===== config.mk =====
export PLATFORM = sky130hd
export DESIGN_NAME = uart_rx_deserializer
export DESIGN_NICKNAME = d
export VERILOG_FILES = /design/src/rtl/uart_rx_deserializer.sv
export SDC_FILE = /design/constraint.sdc
export NUM_CORES = 1
export LEC_CHECK = 0
export BUFFER_PORTS_ARGS = -buffer_cell sky130_fd_sc_hd__buf_2
export CAP_MARGIN = 20
export CORE_MARGIN = 2
export CORE_UTILIZATION = 67
export CTS_BUF_LIST = sky130_fd_sc_hd__clkbuf_8
export DETAILED_ROUTE_END_ITERATION = 6
export PLACE_DENSITY = 0.88
export SLEW_MARGIN = 30
export SYNTH_ARGS = -nofsm -noshare
export SYNTH_HDL_FRONTEND = slang
export SYNTH_SLANG_ARGS = --single-unit

===== constraint.sdc =====
create_clock -name clk_i -period 7 [get_ports clk_i]
set_input_delay 0.7 -clock clk_i [delete_from_list [all_inputs] [get_ports clk_i]]
set_output_delay 0.7 -clock clk_i [all_outputs]
set_load 0.005 [all_outputs]

===== src/rtl/uart_rx_deserializer.sv =====
// UART receiver: 2-flop synchronized line, 8N1 framing, one-byte output
// register with valid/ready, and pulsed frame / overrun (and parity) errors.
//
// Ports:
//   clk_i, rst_i   clock, synchronous active-high reset
//   uart_rx_i      serial line (async, idles high)
//   cdiv_i         clk_i cycles per bit (values below 4 behave as 4)
//   data_o/valid_o received byte, held until valid_o && ready_i
//   ready_i        consumer accept
//   frame_err_o    1-cycle pulse, stop bit sampled low
//   overrun_o      1-cycle pulse, byte dropped because output was full
//   parity_err_o   1-cycle pulse, only with UART_RX_PARITY_EN
//   busy_o         receiver is inside a frame
//
// Build option: define UART_RX_PARITY_EN for 8E1 frames (even parity).
module uart_rx_deserializer (
   input  logic        clk_i,
   input  logic        rst_i,
   input  logic        uart_rx_i,
   input  logic [15:0] cdiv_i,
   output logic [7:0]  data_o,
   output logic        valid_o,
   input  logic        ready_i,
   output logic        frame_err_o,
   output logic        overrun_o,
`ifdef UART_RX_PARITY_EN
   output logic        parity_err_o,
`endif
   output logic        busy_o
);

   localparam logic [2:0] S_IDLE   = 3'd0;
   localparam logic [2:0] S_START  = 3'd1;
   localparam logic [2:0] S_DATA   = 3'd2;
`ifdef UART_RX_PARITY_EN
   localparam logic [2:0] S_PARITY = 3'd3;
`endif
   localparam logic [2:0] S_STOP   = 3'd4;

   logic [1:0]  sync_q;
   logic [1:0]  fill_q;
   logic        prev_q;
   logic        rx_s;
   logic        fall;

   logic [2:0]  state_q;
   logic [15:0] cnt_q;
   logic [15:0] cdiv_q;
   logic [15:0] cdiv_eff;
   logic [2:0]  bit_q;
   logic [7:0]  shift_q;
   logic        tick_half;
   logic        tick_full;
   logic        stop_smp;
   logic        par_ok;
   logic        accept;
   logic        take;

   assign rx_s = sync_q[1];

   // fill_q marks when sync_q holds real line samples rather than reset
   // ones; until then prev_q stays 0 so a line held low out of reset
   // cannot look like a falling edge.
   assign fall = prev_q & ~rx_s;

   always_ff @(posedge clk_i) begin
      if (rst_i) begin
         sync_q <= 2'b11;
         fill_q <= 2'b00;
         prev_q <= 1'b0;
      end else begin
         sync_q <= {sync_q[0], uart_rx_i};
         fill_q <= {fill_q[0], 1'b1};
         prev_q <= rx_s & fill_q[1];
      end
   end

   assign cdiv_eff  = (cdiv_i < 16'd4) ? 16'd4 : cdiv_i;
   assign tick_half = cnt_q == ({1'b0, cdiv_q[15:1]} - 16'd1);
   assign tick_full = cnt_q == (cdiv_q - 16'd1);
   assign stop_smp  = (state_q == S_STOP) && tick_full;
   assign busy_o    = state_q != S_IDLE;

`ifdef UART_RX_PARITY_EN
   logic par_q;
   assign par_ok = ~(^shift_q ^ par_q);
`else
   assign par_ok = 1'b1;
`endif

   assign accept = stop_smp & rx_s & par_ok;
   assign take   = accept & (~valid_o | ready_i);

   always_ff @(posedge clk_i) begin
      if (rst_i) begin
         state_q     <= S_IDLE;
         cnt_q       <= 16'd0;
         cdiv_q      <= 16'd0;
         bit_q       <= 3'd0;
         shift_q     <= 8'h00;
         data_o      <= 8'h00;
         valid_o     <= 1'b0;
         frame_err_o <= 1'b0;
         overrun_o   <= 1'b0;
`ifdef UART_RX_PARITY_EN
         par_q        <= 1'b0;
         parity_err_o <= 1'b0;
`endif
      end else begin
         frame_err_o <= stop_smp & ~rx_s;
         overrun_o   <= accept & valid_o & ~ready_i;
`ifdef UART_RX_PARITY_EN
         parity_err_o <= stop_smp & rx_s & ~par_ok;
`endif
         if (take) begin
            data_o  <= shift_q;
            valid_o <= 1'b1;
         end else if (valid_o && ready_i) begin
            valid_o <= 1'b0;
         end

         unique case (state_q)
            S_IDLE: begin
               if (fall) begin
                  state_q <= S_START;
                  cnt_q   <= 16'd0;
                  cdiv_q  <= cdiv_eff;
               end
            end
            S_START: begin
               if (tick_half) begin
                  cnt_q   <= 16'd0;
                  bit_q   <= 3'd0;
                  state_q <= rx_s ? S_IDLE : S_DATA;
               end else begin
                  cnt_q <= cnt_q + 16'd1;
               end
            end
            S_DATA: begin
               if (tick_full) begin
                  cnt_q   <= 16'd0;
                  shift_q <= {rx_s, shift_q[7:1]};
                  bit_q   <= bit_q + 3'd1;
                  if (bit_q == 3'd7) begin
`ifdef UART_RX_PARITY_EN
                     state_q <= S_PARITY;
`else
                     state_q <= S_STOP;
`endif
                  end
               end else begin
                  cnt_q <= cnt_q + 16'd1;
               end
            end
`ifdef UART_RX_PARITY_EN
            S_PARITY: begin
               if (tick_full) begin
                  cnt_q   <= 16'd0;
                  par_q   <= rx_s;
                  state_q <= S_STOP;
               end else begin
                  cnt_q <= cnt_q + 16'd1;
               end
            end
`endif
            S_STOP: begin
               if (tick_full) begin
                  cnt_q   <= 16'd0;
                  state_q <= S_IDLE;
               end else begin
                  cnt_q <= cnt_q + 16'd1;
               end
            end
            default: begin
               cnt_q   <= 16'd0;
               state_q <= S_IDLE;
            end
         endcase
      end
   end

endmodule


# Yosys cells after proc, flatten, opt, wreduce, memory -nomap -nowiden
# Cells that the tools add are included.
# totals
out_inout_bits	12
ff_bits	62
word_cells	69
input_bits	20
# op_classes
order_cmp	1
n_reduce_logical	11
n_bitwise	11
n_eq_ne	11
n_addsub	4
mux	18
# op_table
op	n
$mux W16	4
$pmux W16 S3	1
$eq A16 B16 Y1	2
$mux W3	7
$add A16 B1 Y16 const B	1
$lt A16 B3 Y1 const B	1
$sub A15 B1 Y16 const B	1
$sub A16 B1 Y16 const B	1
$pmux W3 S4	1
$ne A2 B2 Y1 const B	5
$and A1 B1 Y1	7
$eq A3 B3 Y1 const B	2
$pmux W3 S2	1
$reduce_and A5 Y1	1
$reduce_and A2 Y1	2
$reduce_bool A2 Y1	2
$add A3 B1 Y3 const B	1
$eq A3 B1 Y1 const B	1
$eq A3 B2 Y1 const B	1
$logic_not A3 Y1	1
$mux W1	3
$not A1 Y1	3
$reduce_and A3 Y1	1
$reduce_bool A3 Y1	1
4 further kinds	5

# Longest topological paths before layout
# Gate-level depths: netlist of the first run.
# depth
depth_word	6
mapped_depth	13
ltp_nobuf	10

# Worst setup path before layout of the first run
# OpenSTA, ideal clock, no wires.
# synth_timing
path_kind	register to register
startpoint	register cdiv_q[1]
endpoint	register cnt_q[4]
path_stages_with_launch	13
setup_slack_ps	3952
setup_time_ps	122
t_required_ps	6878
t_arrival_ps	2927
synth_period_minus_slack_ps	3048
n_path_buf	2
cell_sequence	dfxtp_1 clkbuf_1 inv_1 ha_1 clkbuf_1 xor2_1 o21ai_0 a21oi_1 or3_1 or4_4 and2_4 o2111a_1 a221o_1
# synth_via
elab_chain_cells	4
elab_cells_between_ends	7
classes_between	add/sub (2); eq/ne (2); mux (3)
# synth_rtl
element	line	rtl
start, declared	48	logic [15:0] cdiv_q;
start signal, assigned	127	cdiv_q <= cdiv_eff;
$sub A16 B1 Y16 / $sub A15 B1 Y16 (equally long branches)	80, 79	
$eq A16 B16 Y1, on equally long branches	80, 79	
$mux W16, on equally long branches	140, 167, 131	
$pmux W16 S3 (*)	122	unique case (state_q)
end signal, assigned	136	cnt_q <= cnt_q + 16'd1;
end signal, assigned	152	cnt_q <= cnt_q + 16'd1;
end signal, assigned	171	cnt_q <= cnt_q + 16'd1;
end, declared	47	logic [15:0] cnt_q;
# Mark *: on every way between the ends. The rest lies on a longest branch, timed or not.
# A chain may end at the register's enable or synchronous reset.

# Final worst setup path of the first run
# layout_timing
startpoint	register cdiv_q[2]
endpoint	register cnt_q[9]
# The elaborated chain is that of the path after synthesis.

==> results of run 1 <==
layout by cell type (no fill, tap or decap), types with 6 or more instances in the layout:
master,instances
a21oi_1,26
nand2_1,53
nand4_1,9
nor2b_1,6
dfxtp_1,62
and3_1,6
or2_2,6
nand3_1,20
a221o_1,9
clkbuf_8,9
nand2b_1,7
mux2i_1,20
o21ai_0,6
nor3_1,10
inv_1,13
xnor2_1,25
xor2_1,17
buf_2,30
nor4_1,7
nor2_1,40
a211oi_1,6
cells by family (layout without fill, tap and decap cells):
kind of cell | after synthesis | count (layout)
compound gates | 90 | 90
xor+xnor | 43 | 43
fa+ha+maj | 5 | 5
buf+inv | 53 | 59
flops | 62 | 62
mux | 22 | 22
simple gates | 197 | 197
cell type report:
class / instances / area, um2 / area share
timing repair buffer: 31 / 157.7 / 0.03839
tap: 72 / 90.09 / 0.02194
clock inverter: 7 / 90.09 / 0.02194
clock buffer: 9 / 123.9 / 0.03016
sequential: 62 / 1241 / 0.3023
inverter: 12 / 45.04 / 0.01097
multi-input combinational: 357 / 2359 / 0.5743
critical path, cell delays in order (launching register included):
cell     delay, ps
dfxtp_1        420
inv_1          130
ha_1           440
nor2b_1        490
nand3_1        220
mux2_2         350
a22oi_1        210
nand4_1        210
nand2_1        410
a21oi_2        260
a221o_1        350
flip-flops by register name (all words and copies together) (netlist names), 2 cells and up:
name / flops
data_o: 8
cnt_q: 16
fill_q: 2
cdiv_q: 16
sync_q: 2
bit_q: 3
shift_q: 8
state_q: 3
power breakdown:
| group | internal [W] | total, W | switching, W |
|---|---|---|---|
| Sequential | 0.000355 | 0.000358 | 0.00000276 |
| Combinational | 0.0000151 | 0.0000386 | 0.0000235 |
| Clock | 0.000198 | 0.000342 | 0.000144 |
| Total | 0.000568 | 0.000739 | 0.000170 |
metal layers:
| layer | routed length, um | share of wire | up-vias |
|---|---|---|---|
| met5 | 0 | 0 | - |
| met4 | 282 | 0.030 | 0 |
| met3 | 882 | 0.093 | 41 |
| met2 | 4394 | 0.46 | 203 |
| met1 | 3960 | 0.42 | 1652 |
| li1 | - | - | 1680 |
metrics by stage:
step / power [W] / util / setup WS, ps
floorplan: 0.0003912 / - / 3952
global placement: 0.0004021 / 0.7064 / 3544
detailed placement: 0.0004026 / 0.7064 / 3501
CTS: 0.0007385 / 0.7453 / 3477
global route: 0.0007575 / 0.7457 / 3128
finish: 0.0007386 / 0.7457 / 3381
worst paths after layout:
kind / start / endpoint / slack, ps / depth (start not counted)
setup / recovery: cdiv_q[2] / cnt_q[9] / 3380 / 10
hold / removal: sync_q[0] / sync_q[1] / 420 / 1
setup reg to reg: cdiv_q[2] / cnt_q[9] / 3380 / 10
hold reg to reg: sync_q[0] / sync_q[1] / 420 / 1
==> results.py, run 1 <==
metrics = {
    "power_and_ir_drop": {
        "peakVddDrop_mv": 0.1527,
        "leakagePower_nw": 1.625,
        "cellPowerDensity_mw_per_mm2": 179.9,
    },
    "setup_path": {
        "critPathMaxFanout": 13,
        "start_kind": "flip-flop",
        "critical_path_class": "reg2reg",
        "required_ps": 7230,
        "crit_arrival_ps": 3850,
        "end_kind": "flip-flop",
    },
    "sta": {
        "max_freq_mhz": 276.3,
        "setup_viol": 0,
        "drv_slew": 0,
        "setup_tns_ps": 0,
        "hold_violations": 0,
        "hold_slack_ps": 416.2,
        "rsz0062_at_grt": "no",
        "period_minus_slack_ps": 3619,
        "slew_headroom": 0.3693,
        "worstMarginPinSlew_ps": 942.6,
        "period_share": 0.5170,
        "finClkSkew_ps": 9.230,
    },
    "logic_synthesis": {
        "synth_edf_count": 0,
        "synth_cells": 472,
        "synthAdderAreaFrac": 0.01637,
        "synth_top_family_by_area": "simple AND/OR/NAND/NOR gates",
        "synth_warnings": 0,
        "syn_area_mm2": 0.003821,
        "synth-seq-area-share": 0.3248,
        "synth_cell_types": 63,
        "synthMuxAreaShare": 0.05828,
        "ys_async_sr_fraction": 0,
        "synth_ff_type": "dfxtp_1",
        "synthSimpleGateAreaFrac": 0.2695,
        "synthTopCellsByCount": "dfxtp_1, nand2_1, nor2_1, clkbuf_1, a21oi_1",
        "synth_area_leaders": "dfxtp_1, xnor2_1, mux2i_1, nand2_1, nor2_1",
        "synth_most_common_cell": "dfxtp_1",
        "netlist.top_cell.by_area": "dfxtp_1",
        "synth_compound_area_frac": 0.1709,
        "synth-xor-area-share": 0.1022,
        "yosysTopAreaCellShare": 0.3248,
        "syn-num-nets": 497,
        "avgSynthCellArea_um2": 8.096,
        "synth-seq-cells": 62,
    },
    "routing": {
        "detail_route.first_pass.iterations": 6,
        "drc_errors": 0,
        "num_vias": 3576,
        "antenna_left": 0,
        "routedWlPerCell_um": 17.31,
        "dr.first_iter.drc_count": 533,
        "routed_wl_mm": 9.519,
        "routed_via_density": 6.502,
    },
    "global_routing": {
        "grt_max_degree": 56,
        "grtUsageMet1": 0.4226,
        "busiest_layer": "met2",
        "grtUsageMet2": 0.5008,
        "use_met3": 0.06335,
        "grt_pass1_vias": 3227,
        "grt_pass1_wl_mm": 15.57,
        "grt_antenna_before_repair": 0,
        "grt_usage": 0.3186,
        "gr-total-overflow": 0,
    },
    "clock_tree": {
        "cts_buffer_depth": 2,
        "path_clk_slew_ps": 70,
        "cts-root-buf": "clkbuf_8",
        "cts_hold_buf": 0,
        "cts_resized": 0,
        "clock_latency_ps": 350,
        "htree_levels": 3,
        "post_cts_buffers": 0,
        "clkSinkCount": 62,
        "numCtsBuffers": 9,
        "cts_tree": "done",
    },
    "floorplan": {
        "coreArea_mm2": 0.005507,
        "die_h_um": 79.52,
        "io_pins": 32,
        "start_util": 0.6939,
        "fp.dieW_um": 79.52,
        "dieArea_mm2": 0.006323,
        "rows": 27,
    },
    "place": {
        "gp_congestion": 1.036,
        "hpwl_mm": 6.619,
        "port_buffers": 31,
        "dpl_cell_area_mm2": 0.003890,
        "dp.cells": 534,
    },
    "cells_and_area": {
        "antenna_cells": 0,
        "layout.nets": 498,
        "nFillCells": 395,
        "drive_gt1_frac": 0.1381,
        "instances_no_fill": 550,
        "syn_to_final_growth_pct": 7.466,
        "fin_area_mm2": 0.004106,
    },
    "outcome": {
        "outcome": "complete, no violations",
    },
    "flow_run": {
        "cap_violations": 0,
    },
    "worst_hold_path": {
        "hp-class": "reg2reg",
    },
}
Power figures use the tool's default switching activity.
==> run 2, diff against run 1 <==
--- a/config.mk
+++ b/config.mk
@@ -8,10 +8,10 @@
 export BUFFER_PORTS_ARGS = -buffer_cell sky130_fd_sc_hd__buf_2
 export CAP_MARGIN = 20
 export CORE_MARGIN = 2
-export CORE_UTILIZATION = 67
+export CORE_UTILIZATION = 62
 export CTS_BUF_LIST = sky130_fd_sc_hd__clkbuf_8
 export DETAILED_ROUTE_END_ITERATION = 6
-export PLACE_DENSITY = 0.88
+export PLACE_DENSITY = 0.82
 export SLEW_MARGIN = 30
 export SYNTH_ARGS = -nofsm -noshare
 export SYNTH_HDL_FRONTEND = slang
==> constraint.sdc (replaced) <==
create_clock -name clk_i -period 3.55 [get_ports clk_i]
set_input_delay 0.355 -clock clk_i [delete_from_list [all_inputs] [get_ports clk_i]]
set_output_delay 0.355 -clock clk_i [all_outputs]
set_load 0.005 [all_outputs]
==> results.py, run 2 (same netlist as run 1, synthesis figures left out) <==
metrics = {
    "global_routing": {
        "grt_antenna_before_repair": 0,
        "gr-total-overflow": 0,
        "grt_usage": 0.3020,
        "grt_max_degree": 43,
        "grt_pass1_wl_mm": 15.59,
        "grt_pass1_vias": 3150,
    },
    "sta": {
        "drv_slew": 0,
        "finClkSkew_ps": 9.648,
        "max_freq_mhz": 303.8,
        "setup_tns_ps": 0,
        "rsz0062_at_grt": "no",
        "slew_headroom": 0.3835,
        "finalWorstSetupSlack_ps": 258.9,
        "hold_violations": 0,
        "worstMarginPinSlew_ps": 921.3,
        "setup_viol": 0,
        "period_share": 0.9271,
        "period_minus_slack_ps": 3291,
    },
    "clock_tree": {
        "cts_tree": "done",
        "cts_resized": 0,
        "htree_levels": 3,
        "clock_latency_ps": 340,
        "cts_hold_buf": 0,
        "path_clk_slew_ps": 70,
        "post_cts_buffers": 0,
        "clkSinkCount": 62,
        "cts-root-buf": "clkbuf_8",
        "cts_buffer_depth": 2,
        "numCtsBuffers": 9,
    },
    "floorplan": {
        "start_util": 0.6416,
        "io_pins": 32,
        "coreArea_mm2": 0.005956,
        "fp.dieW_um": 82.51,
        "rows": 28,
        "dieArea_mm2": 0.006807,
        "die_h_um": 82.51,
    },
    "place": {
        "gp_congestion": 0.9708,
        "hpwl_mm": 7.074,
        "port_buffers": 31,
        "pre_cts_ws_ps": 241.0,
    },
    "power_and_ir_drop": {
        "cellPowerDensity_mw_per_mm2": 355.0,
        "combinationalPowerShare": 0.053,
        "swShare": 0.2214,
        "p_int_w": 0.001165,
        "power.switching_w": 0.0003313,
        "p_seq_frac": 0.471,
        "leakagePower_nw": 1.686,
        "pwr-share-clk": 0.477,
        "p_total_w": 0.001496,
        "peakVddDrop_mv": 0.4186,
    },
    "cells_and_area": {
        "top_regs": "cdiv_q (16), cnt_q (16)",
        "final_cell_mix": "dfxtp_1, nand2_1, nor2_1, buf_2, a21oi_1",
        "drive_gt1_frac": 0.1616,
        "layout.nets": 509,
        "layout_commonest_cell": "dfxtp_1",
        "antenna_cells": 0,
        "regArea_mm2": 0.001241,
        "utilization": 0.7076,
        "nFillCells": 487,
        "syn_to_final_growth_pct": 10.28,
        "multi_input_area_mm2": 0.002364,
    },
    "routing": {
        "routed_wl_mm": 9.768,
        "detail_route.first_pass.iterations": 5,
        "antenna_left": 0,
        "dr.first_iter.drc_count": 296,
        "routedWlPerCell_um": 17.32,
        "num_vias": 3557,
        "routed_via_density": 6.307,
        "drc_errors": 0,
    },
    "setup_path": {
        "crit_family": "simple AND/OR/NAND/NOR gates",
        "critical_path_class": "reg2reg",
        "startpoint": "cdiv_q[1]",
        "r2r_slack_ps": 260,
        "crit_buf_inv": 1,
        "critical_path.max_stage_delay_ps": 520,
        "end_kind": "flip-flop",
        "slowest_stage": "or4_4",
        "required_ps": 3770,
        "path_cells": "inv_1 -> ha_1 -> nor3b_2 -> nand2_1 -> o311ai_0 -> nor2_1 -> or4_4 -> nand2_2 -> a21oi_2 -> a221o_1",
        "critPathMaxFanout": 13,
        "r2r-start": "cdiv_q[1]",
        "crit_arrival_ps": 3510,
        "start_kind": "flip-flop",
    },
    "worst_hold_path": {
        "min-delay-start": "uart_rx_i",
        "hp-class": "in2reg",
    },
    "outcome": {
        "outcome": "complete, no violations",
    },
    "flow_run": {
        "cap_violations": 0,
    },
}
## run 2: cell types whose count changed in the layout (fill, tap and decap cells not counted)
cell,delta
clkinv_2,-1
nor3b_2,+1
buf_2,+1
clkbuf_8,+2
buf_4,+10
inv_1,-1
nor3b_1,-1
## run 2: path summary, 6_finish.rpt
| kind | to | depth (start not counted) |
|---|---|---|
| worst max-delay path | cnt_q[10] | 10 |
| worst min-delay path | sync_q[0] | 2 |
| worst max register to register | cnt_q[10] | 10 |
| worst min register to register | sync_q[1] | 1 |
## run 2: area by class of cell
| cell class | count | area share |
|---|---|---|
| Multi-Input combinational cell | 357 | 0.5609 |
| Sequential cell | 62 | 0.2945 |
| Timing Repair Buffer | 42 | 0.05641 |
| Clock buffer | 11 | 0.03593 |
| Tap cell | 75 | 0.02227 |
| Clock inverter | 5 | 0.01930 |
| Inverter | 12 | 0.01069 |
## run 2: metrics by stage
step / hold WS (ps) / area (um2) / instances
3_3_place_gp: 395.1 / 3976 / 548
5_1_grt: 192.8 / 4214 / 564
3_5_place_dp: 405.8 / 3976 / 548
2_1_floorplan: 389.5 / 3821 / 472
4_1_cts: 186.1 / 4209 / 564
6_report: 199.3 / 4214 / 564
## run 2: power by group through the flow
stage / Clock, W / Sequential (W) / Combinational [W]
3_3_place_gp: 0 / 0.000720 / 0.0000768
5_1_grt: 0.000746 / 0.000705 / 0.0000863
6_report: 0.000713 / 0.000704 / 0.0000787
3_5_place_dp: 0 / 0.000720 / 0.0000773
2_1_floorplan: 0 / 0.000717 / 0.0000541
4_1_cts: 0.000722 / 0.000704 / 0.0000776
## run 2: per-layer routing
metal	global-route usage	share of wire
met5	0	0
met4	0.1049	0.030
met3	0.06413	0.061
met2	0.4952	0.47
met1	0.3940	0.44
## run 2: worst register-to-register path: cells and delay by family, from the launching register on
family / cells / cell delay, ps
and+or+nand+nor: 5 / 1280
AOI/OAI and AO/OA: 3 / 960
adders and majority gates: 1 / 430
DFF: 1 / 390
buffers and inverters: 1 / 120
